[src/rtl/dma_pkg.sv]
// Shared types and AXI constants for the DMA read engine.
package dma_pkg;
    typedef enum logic [1:0] {
        ST_IDLE  = 2'd0,
        ST_AR    = 2'd1,
        ST_R     = 2'd2,
        ST_DRAIN = 2'd3
    } state_t;

    localparam logic [2:0] SIZE_4B     = 3'b010;
    localparam logic [1:0] BURST_INCR  = 2'b01;
    localparam logic [1:0] RESP_OKAY   = 2'b00;
    localparam int         MAX_BURST   = 16;
    localparam int         BOUNDARY_4K = 4096;
    localparam int         BEAT_BYTES  = 4;
endpackage

[src/rtl/dma_burst_calc.sv]
// Next burst size: min(remaining beats, MAX_BURST, beats left in the current 4 KB page).
module dma_burst_calc
    import dma_pkg::*;
#(
    parameter int MAX_BURST = dma_pkg::MAX_BURST
) (
    input  logic [9:0]  page_offset,
    input  logic [31:0] remaining,
    output logic [8:0]  beats,
    output logic [7:0]  arlen
);
    localparam int PAGE_BEATS = BOUNDARY_4K / BEAT_BYTES;

    logic [10:0] to_boundary;
    logic [31:0] lim;

    always_comb begin
        to_boundary = 11'(PAGE_BEATS) - {1'b0, page_offset};
        lim = remaining;
        if (lim > 32'(MAX_BURST)) begin
            lim = 32'(MAX_BURST);
        end
        if (lim > {21'd0, to_boundary}) begin
            lim = {21'd0, to_boundary};
        end
        beats = 9'(lim);
        // Meaningless when remaining is zero; the top only drives it in the AR state.
        arlen = 8'(lim - 32'd1);
    end
endmodule

[src/rtl/dma_rd_engine.sv]
// AXI4 read master: fetches i_len bytes from i_base_addr in INCR bursts and streams words out over AXI-Stream.
module dma_rd_engine
    import dma_pkg::*;
#(
    parameter int ADDR_WIDTH = 32,
    parameter int DATA_WIDTH = 32,
    parameter int MAX_BURST  = dma_pkg::MAX_BURST
) (
    input  logic                  clk,
    input  logic                  rst_n,
    input  logic                  i_start,
    input  logic [ADDR_WIDTH-1:0] i_base_addr,
    input  logic [31:0]           i_len,
    output logic                  o_busy,
    output logic                  o_done,
    output logic                  o_error,
    output logic [ADDR_WIDTH-1:0] m_axi_araddr,
    output logic [7:0]            m_axi_arlen,
    output logic [2:0]            m_axi_arsize,
    output logic [1:0]            m_axi_arburst,
    output logic                  m_axi_arvalid,
    input  logic                  m_axi_arready,
    input  logic [DATA_WIDTH-1:0] m_axi_rdata,
    input  logic [1:0]            m_axi_rresp,
    input  logic                  m_axi_rlast,
    input  logic                  m_axi_rvalid,
    output logic                  m_axi_rready,
    output logic [DATA_WIDTH-1:0] m_axis_tdata,
    output logic                  m_axis_tvalid,
    input  logic                  m_axis_tready,
    output logic                  m_axis_tlast
);
    // Handshakes: a transfer happens on a rising clk edge where valid and ready are both high;
    // valid never waits on ready, and payload stays stable while valid is high and ready is low.
    state_t                  state, state_next;
    logic [ADDR_WIDTH-1:0]   addr;
    logic [31:0]             remaining;
    logic [8:0]              burst_beats;
    logic [8:0]              beat_cnt;
    logic                    done, error;
    logic [8:0]              calc_beats;
    logic [7:0]              calc_arlen;
    logic                    len_misaligned, len_zero;
    logic                    beat_last, beat_err, final_beat, r_good;

    dma_burst_calc #(.MAX_BURST(MAX_BURST)) u_burst_calc (
        .page_offset (addr[11:2]),
        .remaining   (remaining),
        .beats       (calc_beats),
        .arlen       (calc_arlen)
    );

    assign len_misaligned = (i_len[1:0] != 2'b00);
    assign len_zero       = (i_len == 32'd0);
    assign beat_last      = (beat_cnt == burst_beats - 9'd1);
    assign final_beat     = beat_last && (remaining == 32'd0);
    // Bad response or rlast disagreeing with our beat count poisons the rest of the burst.
    assign beat_err       = m_axi_rvalid && ((m_axi_rresp != RESP_OKAY) || (m_axi_rlast != beat_last));
    assign r_good         = m_axi_rvalid && m_axis_tready && !beat_err;

    always_ff @(posedge clk or negedge rst_n) begin
        if (!rst_n) begin
            state <= ST_IDLE;
        end else begin
            state <= state_next;
        end
    end

    always_comb begin
        state_next = state;
        case (state)
            ST_IDLE: begin
                if (i_start && !len_misaligned && !len_zero) begin
                    state_next = ST_AR;
                end
            end
            ST_AR: begin
                if (m_axi_arready) begin
                    state_next = ST_R;
                end
            end
            ST_R: begin
                if (beat_err) begin
                    state_next = ST_DRAIN;
                end else if (r_good && beat_last) begin
                    state_next = (remaining == 32'd0) ? ST_IDLE : ST_AR;
                end
            end
            ST_DRAIN: begin
                if (m_axi_rvalid && m_axi_rlast) begin
                    state_next = ST_IDLE;
                end
            end
            default: state_next = ST_IDLE;
        endcase
    end

    always_ff @(posedge clk or negedge rst_n) begin
        if (!rst_n) begin
            addr        <= '0;
            remaining   <= '0;
            burst_beats <= '0;
            beat_cnt    <= '0;
            done        <= 1'b0;
            error       <= 1'b0;
        end else begin
            case (state)
                ST_IDLE: begin
                    if (i_start) begin
                        addr      <= i_base_addr;
                        remaining <= {2'b00, i_len[31:2]};
                        done      <= len_misaligned || len_zero;
                        error     <= len_misaligned;
                    end
                end
                ST_AR: begin
                    if (m_axi_arready) begin
                        addr        <= addr + ADDR_WIDTH'({calc_beats, 2'b00});
                        remaining   <= remaining - 32'(calc_beats);
                        burst_beats <= calc_beats;
                        beat_cnt    <= '0;
                    end
                end
                ST_R: begin
                    if (beat_err) begin
                        error <= 1'b1;
                    end else if (r_good) begin
                        beat_cnt <= beat_cnt + 9'd1;
                        if (final_beat) begin
                            done <= 1'b1;
                        end
                    end
                end
                ST_DRAIN: begin
                    if (m_axi_rvalid && m_axi_rlast) begin
                        done <= 1'b1;
                    end
                end
                default: ;
            endcase
        end
    end

    always_comb begin
        o_busy        = 1'b0;
        m_axi_arvalid = 1'b0;
        m_axi_araddr  = '0;
        m_axi_arlen   = '0;
        m_axi_rready  = 1'b0;
        m_axis_tvalid = 1'b0;
        m_axis_tdata  = '0;
        m_axis_tlast  = 1'b0;
        case (state)
            ST_AR: begin
                o_busy        = 1'b1;
                m_axi_arvalid = 1'b1;
                m_axi_araddr  = addr;
                m_axi_arlen   = calc_arlen;
            end
            ST_R: begin
                // The faulty beat is held back here and swallowed by DRAIN on the next cycle.
                o_busy        = 1'b1;
                m_axi_rready  = m_axis_tready && !beat_err;
                m_axis_tvalid = m_axi_rvalid && !beat_err;
                m_axis_tdata  = m_axi_rdata;
                m_axis_tlast  = m_axi_rvalid && !beat_err && final_beat;
            end
            ST_DRAIN: begin
                o_busy       = 1'b1;
                m_axi_rready = 1'b1;
            end
            default: ;
        endcase
    end

    assign o_done        = done;
    assign o_error       = error;
    assign m_axi_arsize  = SIZE_4B;
    assign m_axi_arburst = BURST_INCR;
endmodule

[config.mk]
export PLATFORM = sky130hd
export DESIGN_NAME = dma_rd_engine
export DESIGN_NICKNAME = d
export VERILOG_FILES = /design/src/rtl/dma_pkg.sv /design/src/rtl/dma_burst_calc.sv /design/src/rtl/dma_rd_engine.sv
export SDC_FILE = /design/constraint.sdc
export NUM_CORES = 1
export LEC_CHECK = 0
export ABC_CLOCK_PERIOD_IN_PS = 9400
export BUFFER_PORTS_ARGS = -buffer_cell sky130_fd_sc_hd__buf_2
export CAP_MARGIN = 20
export CORE_MARGIN = 2
export CORE_UTILIZATION = 45
export DETAILED_ROUTE_END_ITERATION = 8
export PLACE_DENSITY_LB_ADDON = 0.2
export RECOVER_POWER = 100
export SYNTH_ARGS = -nofsm -noshare
export SYNTH_HDL_FRONTEND = slang
export SYNTH_SLANG_ARGS = --single-unit
[constraint.sdc]
create_clock -name clk -period 9.4 [get_ports clk]
set_input_delay 0.47 -clock clk [delete_from_list [all_inputs] [get_ports clk]]
set_output_delay 0.47 -clock clk [all_outputs]
set_load 0.03 [all_outputs]
== Word-level counts from Yosys, hierarchy flattened ==
Cells that the tools add are included.
Storage, ports and cells
  logic and storage cells: 97
  output and inout port bits: 84
  register bits after elaboration: 86
Operators by class
  reductions and logical operators: 32
  magnitude comparators: 2
  mux-type cells: 36
  add/subtract/negate cells: 6
  equal/unequal tests: 14
Operators with widths (number)
  32-bit 2-to-1 mux: 7
  32-bit case mux with 2 select lines: 2
  32-bit logical NOT: 2
  9-bit 2-to-1 mux: 4
  32-bit by 11-bit adder with 32-bit output: 1
  32-bit by 11-bit > comparator with 1-bit output: 1
  32-bit by 5-bit > comparator with 1-bit output (second input constant): 1
  32-bit by 9-bit subtractor with 32-bit output: 1
  9-bit case mux with 2 select lines: 1
  2-bit != test (second input constant): 8
  1-bit 2-to-1 mux: 12
  1-bit logical AND: 11
  11-bit by 10-bit subtractor with 11-bit output (first input constant): 1
  2-bit 2-to-1 mux: 5
  2-bit nonzero test: 5
  9-bit by 1-bit adder with 9-bit output (second input constant): 1
  9-bit == test: 1
  9-bit by 1-bit subtractor with 9-bit output (second input constant): 1
  8-bit 2-to-1 mux: 1
  2-bit case mux with 4 select lines: 1
  4-bit AND reduction: 2
  8-bit by 1-bit subtractor with 8-bit output (second input constant): 1
  3-bit AND reduction: 2
  6-bit AND reduction: 1
  other kinds (12): 17

== Depth between registers and ports, before layout ==
  depth in word-level cells: 11
  depth in mapped cells: 27
  gate-level depth less buffers: 24

== By module ==
A second synthesis with hierarchy kept.
Unflattened totals
  cells, all modules: 938
  area total of the unflattened synthesis: 7349.5 µm²
By module, submodules not included
  dma_rd_engine: area each 6517.5 µm², times used 1, cells each 818, sequential area each 2152.1 µm²
  dma_burst_calc: area each 832.0 µm², times used 1, cells each 120, sequential area each 0.0 µm²

== Worst setup path before layout ==
OpenSTA, ideal clock, no wires.
  path type: reg-to-reg
  start: register remaining[16]
  end: register addr[27]
  setup slack: 3.304 ns
  required time: 9.274 ns
  stages on the path, launching flop included: 24
  library setup time: 0.126 ns
  arrival: 5.971 ns
  cells stage by stage: dfrtp_1 or4_4 nor3_1 nand4_1 or2_2 ha_1 nand3_1 or2_2 o32a_1 o21ai_0 clkbuf_1 clkbuf_1 nor2_1 a21oi_1 inv_1 ha_1 a21o_1 a21oi_1 o21ai_0 a2111oi_0 nor3b_2 nand4_1 mux2_2 a221o_1
On the way
  cells in the longest elaborated chain, start to end: 7
Ends and longest elaborated chain
  from (decl): line dma_rd_engine.sv:37  | logic [31:0] remaining;
  from (signal assigned): line dma_rd_engine.sv:111  | remaining <= {2'b00, i_len[31:2]};
  from (signal assigned): line dma_rd_engine.sv:119  | remaining <= remaining - 32'(calc_beats);
  32-bit by 5-bit > comparator with 1-bit output: line dma_burst_calc.sv:20  | if (lim > 32'(MAX_BURST)) begin
  32-bit 2-to-1 mux (*): line dma_burst_calc.sv:20
  32-bit by 11-bit > comparator with 1-bit output: line dma_burst_calc.sv:23  | if (lim > {21'd0, to_boundary}) begin
  9-bit 2-to-1 mux (*): line dma_burst_calc.sv:23
  named net calc_beats[1]: line dma_rd_engine.sv:41  | logic [8:0] calc_beats;
  32-bit by 11-bit adder with 32-bit output (*): line dma_rd_engine.sv:118  | addr <= addr + ADDR_WIDTH'({calc_beats, 2'b00});
  32-bit 2-to-1 mux (*): line dma_rd_engine.sv:117  | if (m_axi_arready) begin
  32-bit case mux with 2 select lines (*): line dma_rd_engine.sv:107  | case (state)
  to (signal assigned): line dma_rd_engine.sv:110  | addr <= i_base_addr;
  to (signal assigned): line dma_rd_engine.sv:118
  to (decl): line dma_rd_engine.sv:36  | logic [ADDR_WIDTH-1:0] addr;
Mark *: on every way through the listed nets, which the timed path passes. The rest lies on a longest branch. The select of a mux whose other input is x is not followed.
A chain may end at the register's enable or synchronous reset.

== Worst setup path after layout ==
  start: register remaining[16]
  end: register addr[25]
The elaborated chain is that of the path after synthesis.

==> key figures <==
Outcome
  • Status: finished with violations
  • Failing checks: max-capacitance violations, max-slew violations

CTS
  • TritonCTS buffer count: 9
  • CTS tree: done
  • Hold_buf cts: 0
  • Sink Count: 86
  • # H-tree levels: 3
  • Clock tree buffer depth: 2
  • Clock Pin Slew Worst Setup and Hold Paths: 0.07 ns
  • # resized after CTS: 0
  • Post-CTS setup repair buffer count: 0
  • Root Buffer: clkbuf_16
  • Worst skew pair latency: 0.35 ns

Floorplanning
  • IO Pins: 189
  • Die Wd: 131.5 um
  • CORE AREA: 15890 um^2
  • Initial Util: 0.4605
  • Row cnt: 46
  • Die height: 131.5 um
  • Die Area: 17290 um^2

Critical path
  • R2R Path Start: remaining[16]$_DFFE_PN0P_
  • Crit Path Max Fanout: 19
  • Slowest-stage cell, CP: nor3b_1
  • Worst Setup Start Kind: register
  • CP startpoint: remaining[16]$_DFFE_PN0P_
  • Worst R2R Setup Slack: 2.40 ns
  • Most frequent CP cell: a21oi_1
  • Critical Path End Type: register
  • CP Class: reg -> reg
  • Worst Path Arrival: 7.28 ns
  • WP data required: 9.68 ns
  • Peak per-stage delay on the critical path: 0.97 ns
  • Crit path buf inv count: 2
  • Critical Path, Cell by Cell: or4_4, nor3_1, nand4_1, a21oi_1, and2_0, ha_1, nor2b_1, o211ai_1, a21oi_1, o21ai_0, clkbuf_1, nor2_1, a21oi_1, inv_1, ha_1, a21oi_1, o21ai_0, a2111oi_0, nor3b_1, nand2_1, or4_1, nand3_1
  • Top delay family on crit path: simple AND/OR/NAND/NOR gates

Global route
  • Vias in the first global route: 6816
  • GRT Resource Usage Total: 0.2421
  • Grt ovf: 0
  • First-pass GRT wire length: 34480 um
  • Largest net degree at the start of global routing: 81
  • Initial antenna violation count: 0

Finish
  • Nets: 1237
  • Multi-input gate area: 4763 um^2
  • Share of cells above drive strength 1: 0.1577
  • Register Area: 2152 um^2
  • Design area: 8527 um^2
  • Area grow syn2layout: 16.58%
  • Final core utilization: 0.5368
  • Ant diodes: 0
  • Fillers: 1589

Placed design
  • Gpl congestion: 0.9163
  • HPWL Detailed: 15780 um
  • Pre-CTS WS: 3.032 ns
  • Post-placement cell area: 8361 um^2
  • I/O Buffers: 183

Synthesis
  • Post-synth EDFFs: 0
  • Share of the synthesized area in the top cell type: 0.2942
  • Mean Syn Cell Area: 7.815 um^2
  • Yosys cell types: 80
  • Synth area leaders: dfrtp_1 (29%), ha_1 (6.5%), a21oi_1 (6.0%)
  • Post-synth ARST share: 1.000
  • Yosys reg bits: 86
  • Cells after synthesis: 936
  • Area of the mapped netlist: 7315 um^2
  • Sequential fraction of the synthesis area: 0.2942
  • Ys Warns: 0
  • Most frequent cell after synthesis: nor2_1
  • Synth cell count leaders: nor2_1 (88), a21oi_1 (87), dfrtp_1 (86), nand2_1 (84), and2_1 (65)
  • Synth area leader: dfrtp_1
  • Ys flop type: dfrtp_1

Power and ir drop
  • Pwr/cell area: 394.7 nW/um^2
  • VDD IR-drop max: 0.2546 mV
  • Static leakage: 0.003795 uW

Route
  • Top Metal Used: met4
  • DR iter-0 viols: 486
  • Met1 Wirelength: 9975 um
  • Via count: 7357
  • DR WL met2: 10050 um
  • DR vias/cell: 5.603
  • Wire per inst: 16.21 um
  • Metal3 WL: 926 um
  • Total Wirelength: 21280 um
  • Detail Route Antenna Nets: 0
  • DRT Pass-1 Iters: 5
  • # DRC: 0

STA
  • Setup TNS: 0 ns
  • Fmax: 142.9 MHz
  • Hold_ws: 0.3491 ns
  • Relative slew slack: -1.070
  • Max-slew violation count: 274
  • Setup violators final: 0
  • Endpoints failing hold: 0
  • Final Critical Period: 7.000 ns
  • Final period util: 0.7447
  • Final setup margin: 2.400 ns
  • Clk_skew: 0.01214 ns
  • Worst Max-Slew Pin Slew: 3.105 ns
  • Unrepaired setup endpoints after global routing: no

Min path
  • Hold path start: i_base_addr[0]
  • Worst min path class: in -> reg

Job
  • Max-Cap Viols: 5
## metal layers
layer  vias to the layer above  GRT usage
met5                         -          0
met4                         0    0.06099
met3                        23    0.03974
met2                       191     0.3959
met1                      3468     0.3337
li1                       3675          -
## cell families (layout without fill, tap and decap cells)
kind of cell | count (synthesis) | in the layout | share of synthesized area
DFF | 86 | 86 | 0.2942
buffers and inverters | 96 | 248 | 0.05405
other | 2 | 11 | 0.001027
AOI/OAI and AO/OA | 266 | 266 | 0.2330
adders and majority gates | 40 | 40 | 0.07048
and+or+nand+nor | 399 | 399 | 0.2848
xor gates and xnor gates | 38 | 38 | 0.04995
muxes | 9 | 9 | 0.01249
## through the flow
stage          std cells  power [uW]
6_report            1313        3366
5_1_grt             1313        3681
4_1_cts             1313        3394
3_5_place_dp        1297        3024
3_3_place_gp        1297        3004
2_1_floorplan        945        2482
## power by group
part	leakage [uW]	internal [uW]	switching, uW	total [uW]
registers	0.00103	539	212	751
clock network	0.000142	203	155	358
logic	0.00262	831	1430	2260
total	0.00380	1570	1790	3370
## worst paths after layout
| path | endpoint | cells past startpoint |
|---|---|---|
| worst max-delay path | addr[25]$_DFFE_PN0P_ | 22 |
| worst min-delay path | addr[0]$_DFFE_PN0P_ | 2 |
| worst max register to register | addr[25]$_DFFE_PN0P_ | 22 |
| worst min register to register | addr[0]$_DFFE_PN0P_ | 1 |
| max in group asynchronous | remaining[0]$_DFFE_PN0P_ | 2 |
| min in group asynchronous | beat_cnt[7]$_DFFE_PN0P_ | 1 |
## worst reg2reg max path, cell delays in order (launching register included)
cell and delay [ns]:
dfrtp_1 0.42, or4_4 0.55, nor3_1 0.35, nand4_1 0.30, a21oi_1 0.46, and2_0 0.24
ha_1 0.25, nor2b_1 0.14, o211ai_1 0.15, a21oi_1 0.08, o21ai_0 0.20, clkbuf_1 0.55
nor2_1 0.09, a21oi_1 0.38, inv_1 0.09, ha_1 0.32, a21oi_1 0.10, o21ai_0 0.27
a2111oi_0 0.19, nor3b_1 0.97, nand2_1 0.23, or4_1 0.52, nand3_1 0.09
## registers in the layout (all words and copies together), names as in the netlist
name and flops:
addr 32, beat_cnt 9, burst_beats 9, o_done 1, o_error 1, remaining 32
state 2
## layout make-up
| cell class | instances | share of cell area |
|---|---|---|
| multi-input combinational | 763 | 0.5586 |
| sequential | 86 | 0.2524 |
| timing repair buffer | 189 | 0.1037 |
| clock buffer | 13 | 0.03169 |
| tap | 216 | 0.03169 |
| inverter | 43 | 0.01893 |
| clock inverter | 3 | 0.002935 |
## cells in the final DEF (no fill, tap or decap), types with 6 or more instances in the layout
| cell type | netlist | layout |
|---|---|---|
| a21oi_1 | 87 | 87 |
| o211ai_1 | 9 | 9 |
| and3_1 | 16 | 16 |
| nand3_1 | 30 | 30 |
| or3_1 | 10 | 10 |
| a22o_1 | 10 | 10 |
| o21a_1 | 9 | 9 |
| nor4_1 | 18 | 18 |
| nand2b_1 | 6 | 6 |
| a2bb2oi_1 | 6 | 6 |
| and2_0 | 0 | 31 |
| o22ai_1 | 18 | 18 |
| clkbuf_16 | 0 | 9 |
| buf_2 | 4 | 137 |
| dfrtp_1 | 86 | 86 |
| nor2b_1 | 6 | 6 |
| nand4_1 | 14 | 14 |
| o21ai_0 | 53 | 53 |
| ha_1 | 38 | 38 |
| a21o_1 | 12 | 12 |
| nor2_1 | 88 | 88 |
| conb_1 | 2 | 11 |
| clkbuf_1 | 38 | 52 |
| nor3_1 | 27 | 27 |
| inv_1 | 43 | 43 |
| or4_1 | 7 | 7 |
| nand2_1 | 84 | 85 |
| xor2_1 | 15 | 16 |
| or2_2 | 11 | 10 |
| xnor2_1 | 21 | 21 |
| mux2i_1 | 8 | 8 |
| and2_1 | 65 | 34 |
Note: power is estimated with default switching activity, not from simulation.
